**src/rtl/binary_to_bcd.sv**
```systemverilog
// Sequential double-dabble binary-to-BCD converter: one input bit per clock,
// result presented with a single-cycle out_valid pulse after WIDTH iterations.
module binary_to_bcd #(
    parameter int unsigned WIDTH  = 8,
    parameter int unsigned DIGITS = 3
) (
    input  logic                  clk,
    input  logic                  rst_n,
    input  logic                  in_valid,
    input  logic [WIDTH-1:0]      Bin,
    output logic                  busy,
    output logic                  out_valid,
    output logic [4*DIGITS-1:0]   BCD
);

    localparam int unsigned BW = 4 * DIGITS;
    localparam int unsigned CW = $clog2(WIDTH + 1);

    typedef enum logic {
        IDLE,
        RUN
    } state_t;

    state_t             state, state_nxt;
    logic [WIDTH-1:0]   bin_sr;
    logic [BW-1:0]      scratch;
    logic [BW-1:0]      adj;
    logic [BW+WIDTH-1:0] shifted;
    logic [CW-1:0]      cnt;
    logic               done;

    // Add-3 correction on every scratch digit >= 5, then shift the whole chain left.
    always_comb begin
        adj = scratch;
        for (int unsigned d = 0; d < DIGITS; d++) begin
            if (scratch[4*d +: 4] >= 4'd5) begin
                adj[4*d +: 4] = scratch[4*d +: 4] + 4'd3;
            end
        end
        shifted = {adj, bin_sr} << 1;
    end

    assign done = (state == RUN) && (cnt == CW'(1));

    always_ff @(posedge clk or negedge rst_n) begin
        if (!rst_n) begin
            state <= IDLE;
        end else begin
            state <= state_nxt;
        end
    end

    always_comb begin
        state_nxt = state;
        case (state)
            IDLE:    if (in_valid) state_nxt = RUN;
            RUN:     if (done)     state_nxt = IDLE;
            default: state_nxt = IDLE;
        endcase
    end

    always_comb begin
        busy = (state == RUN);
    end

    always_ff @(posedge clk or negedge rst_n) begin
        if (!rst_n) begin
            bin_sr    <= '0;
            scratch   <= '0;
            cnt       <= '0;
            BCD       <= '0;
            out_valid <= 1'b0;
        end else begin
            out_valid <= 1'b0;
            case (state)
                IDLE: begin
                    if (in_valid) begin
                        bin_sr  <= Bin;
                        scratch <= '0;
                        cnt     <= CW'(WIDTH);
                    end
                end
                RUN: begin
                    scratch <= shifted[BW+WIDTH-1:WIDTH];
                    bin_sr  <= shifted[WIDTH-1:0];
                    cnt     <= cnt - 1'b1;
                    if (done) begin
                        BCD       <= shifted[BW+WIDTH-1:WIDTH];
                        out_valid <= 1'b1;
                    end
                end
                default: ;
            endcase
        end
    end

endmodule

```
**config.mk**
```make
export PLATFORM = sky130hd
export DESIGN_NAME = binary_to_bcd
export DESIGN_NICKNAME = d
export VERILOG_FILES = /design/src/rtl/binary_to_bcd.sv
export SDC_FILE = /design/constraint.sdc
export NUM_CORES = 1
export LEC_CHECK = 0
export CORE_UTILIZATION = 30
export DETAILED_ROUTE_END_ITERATION = 10
export GPL_TIMING_DRIVEN = 0
export SETUP_SLACK_MARGIN = 0.4
export SLEW_MARGIN = 20
export SYNTH_ARGS = -nofsm -noshare
export SYNTH_HDL_FRONTEND = slang
export SYNTH_SLANG_ARGS = --single-unit
export TNS_END_PERCENT = 5
```
**constraint.sdc**
```tcl
create_clock -name clk -period 1.6 [get_ports clk]
set_input_delay 0.32 -clock clk [delete_from_list [all_inputs] [get_ports clk]]
set_output_delay 0.32 -clock clk [all_outputs]
set_load 0.01 [all_outputs]
```
==> qor.csv <==
stage,metric,value,unit
status,status,"complete, but fails checks",
status,failed_checks,hold timing,
setup_path,reg2reg_slack,180,ps
finish,multi_input_area,937,sq um
floorplan,start_util,31.3,%
finish,fin_nets,226,
timing,tightestPinTransition,503,ps
placement,place.gp.congestion,0.802,
synth,syn-num-nets,188,
synth,ys_warn_count,0,
finish,fill_cells,596,
timing,holdWs,-12.4,ps
synth,synth_cell_types,25,
global_routing,track_usage,13.0,%
synth,synth_top_area_cell,dfrtp_1,
synth,synth-seq-area-share,51.4,%
setup_path,r2r_start,scratch[0]$_DFFE_PN0P_,
power_and_ir_drop,ir_drop,0.542,mV
timing,hold_violations,19,
synth,synthFlopType,dfrtp_1,
cts,cts_htree_levels,2,
synth,synth_top_area_share,51.4,%
floorplan,core,5920,sq um
setup_path,crit_family,multiplexers,
timing,period_minus_slack,1420,ps
setup_path,arrival,1650,ps
synth,synth_top_family_by_area,multiplexers,
cts,cts_tree,yes,
setup_path,path_buf_inv,0,
setup_path,cp_max_fo,3,
setup_path,crit_type,flip-flop to flip-flop,
timing,max_freq,0.706,GHz
synth,synthMuxAreaShare,13.0,%
timing,finalWorstSetupSlack,183,ps
floorplan,num_io_pins,25,
timing,finClkSkew,7.16,ps
floorplan,die_h,80.5,um
timing,fin_crit_sh,88.6,%
placement,dp_hpwl,2.57,mm
finish,fin_util,41.2,%
power_and_ir_drop,p_leak,1.14,nW
finish,seq_area,952,sq um
floorplan,die_area,6490,sq um
synth,synthCells,169,
cts,cts_inserted_buffers,5,
detailed_routing,drt-vias-per-instance,4.69,
global_routing,first_global_vias,1299,
synth,yosys.area_share.adder,5.41,%
detailed_routing,drt_iter0_drc,52,
synth,netlist_area,1850,sq um
run,max_cap_viol_count,0,
synth,synth-async-reset-ratio,100,%
synth,postSynthAreaPerCell,10.9,sq um
cts,clk_pin_slew,80,ps
cts,clock_path_buffers,2,
timing,setup_viol,0,
synth,synth-simple-area-share,12.9,%
synth,synth_edf_count,0,
setup_path,critPathSlowestCell,dfrtp_1,
synth,ys_top_cells_by_area,"dfrtp_1 (51%), mux2i_1 (9.2%), ha_1 (5.4%), o21ai_0 (4.3%), nand2b_1 (3.7%)",
placement,port_buffers,24,
detailed_routing,wl_per_cell,13.0,um
placement,place_ws,-88.1,ps
cts,clkLatencyLatePin,290,ps
setup_path,crit_path_end_kind,flip-flop,
detailed_routing,drc_errors,0,
global_routing,grt_max_degree,21,
setup_path,worstPathCellList,"ha_4, nand2b_4, a21oi_4, mux2i_2, mux2_4",
detailed_routing,wirelength,3.69,mm
cts,cts.sinks,38,
setup_path,slowest_delay,430,ps
detailed_routing,drtAntennaViolNets,0,
synth,post-synth-top-count-cell,dfrtp_1,
detailed_routing,dr.pass1.iters,4,
timing,rsz0062_at_grt,true,
power_and_ir_drop,power_density,1960,nW/um^2
cts,root_buffer,clkbuf_8,
timing,slew_viol_final,0,
setup_path,worstSetupPathDepth,5,
setup_path,worstReg2RegEnd,BCD[2]$_DFFE_PN0P_,
global_routing,antenna_found_initial,0,
global_routing,grt_overflow,0,
finish,layout-drive-gt1-share,25.0,%
detailed_routing,vias,1327,
worst_hold_path,worstHoldPathType,primary input to async pin,
setup_path,startpoint_type,flip-flop,
floorplan,num_rows,28,
setup_path,reg2reg_depth,5,
timing,slew_headroom,66.4,%
setup_path,worstPathRequired,1830,ps
floorplan,die_x,80.5,um
synth,synth_compound_area_share,10.8,%
synth,netlist_top_cells_count,"dfrtp_1 (38), nand2_1 (18), mux2i_1 (17)",
finish,antennaDiodeCount,0,
power_and_ir_drop,power.total,4.79,mW
synth,ys_seq_elements,38,
finish,syn2layout_area_growth,31.9,%
global_routing,grt_pass1_wl,6.20,mm
synth,synth_xor_area_share,2.37,%
[metal layers]
layer  wire length [um]  part of all wire (%)  vias to the layer above  GRT usage [%]
li1                   -                     -                      653              -
met1               1680                    46                      632           16.4
met2               1710                    46                       34           20.5
met3                214                   5.8                        8           3.64
met4                 76                   2.1                        0           5.71
met5                  0                     0                        -              0
[how the worst max path moves through the flow]
stage                           start                    end
2_1_floorplan  scratch[0]$_DFFE_PN0P_     BCD[2]$_DFFE_PN0P_
3_3_place_gp                    rst_n  bin_sr[5]$_DFFE_PN0P_
3_5_place_dp                 in_valid  bin_sr[4]$_DFFE_PN0P_
4_1_cts        scratch[4]$_DFFE_PN0P_     BCD[6]$_DFFE_PN0P_
5_1_grt        scratch[1]$_DFFE_PN0P_     BCD[2]$_DFFE_PN0P_
6_report       scratch[0]$_DFFE_PN0P_     BCD[2]$_DFFE_PN0P_
[flip-flops by register name, indices dropped and copies added, names as in the netlist]
name,count
BCD,12
bin_sr,8
busy,1
cnt,4
out_valid,1
scratch,12
[where the power goes]
group	internal, mW	switching, mW	leakage [nW]	total, mW
Sequential	1.39	0.334	0.479	1.73
Clock	0.348	0.335	0.0482	0.682
Combinational	1.25	1.13	0.611	2.38
Total	2.99	1.80	1.14	4.79
[logic make-up after synthesis]
group,Yosys count
multiplexers,22
flip-flops,38
buffers and inverters,17
adder cells (fa/ha/maj),8
AO/OA/AOI/OAI,33
AND/OR/NAND/NOR,46
XOR/XNOR,5
[through the flow]
step | TNS [ps] | std cells | hold slack, ps | cell area, sq um
2_1_floorplan | 0 | 169 | 24.4 | 1890
4_1_cts | 0 | 280 | 1.36 | 2380
6_report | 0 | 283 | -12.4 | 2440
5_1_grt | 0 | 283 | 27.7 | 2440
3_5_place_dp | -549 | 269 | 324 | 2240
3_3_place_gp | -30040 | 268 | 464 | 2220
[worst register-to-register path, stage by stage, from the launching register on]
cell,delay (ps)
dfrtp_1,430
ha_4,180
nand2b_4,140
a21oi_4,180
mux2i_2,260
mux2_4,170
[layout by cell type (no fill, tap or decap), drive strengths merged]
cell / instances
mux2: 5
nand2: 18
nand3: 1
dlygate4sd2: 13
clkinv: 1
mux2i: 17
xor2: 1
a21oi: 9
ha: 8
inv: 9
a21o: 5
xnor2: 4
clkbuf: 10
nor3: 5
nor2: 4
o21ai: 16
nand2b: 11
o31ai: 2
dfrtp: 38
nor3b: 7
buf: 14
a22o: 1
clkdlybuf4s50: 9
[cell type report]
cell class                 count  share of cell area, %
clock buffer                   7                   3.54
buffer                         8                   1.69
clock inverter                 1                  0.205
tap                           75                   3.84
sequential                    38                   39.0
timing repair buffer          31                   11.7
multi-input combinational    114                   38.4
inverter                       9                   1.59
[what timing repair did]
| action | in CTS | in global routing |
|---|---|---|
| setup buffers | 3 | 3 |
| setup endpoints to repair | 47 | 49 |
| gates resized for setup | 27 | 11 |
| pin swaps | 2 | 3 |
| hold buffers | 0 | 0 |
| hold endpoints to repair | 0 | 0 |
Power figures use the tool's default switching activity.
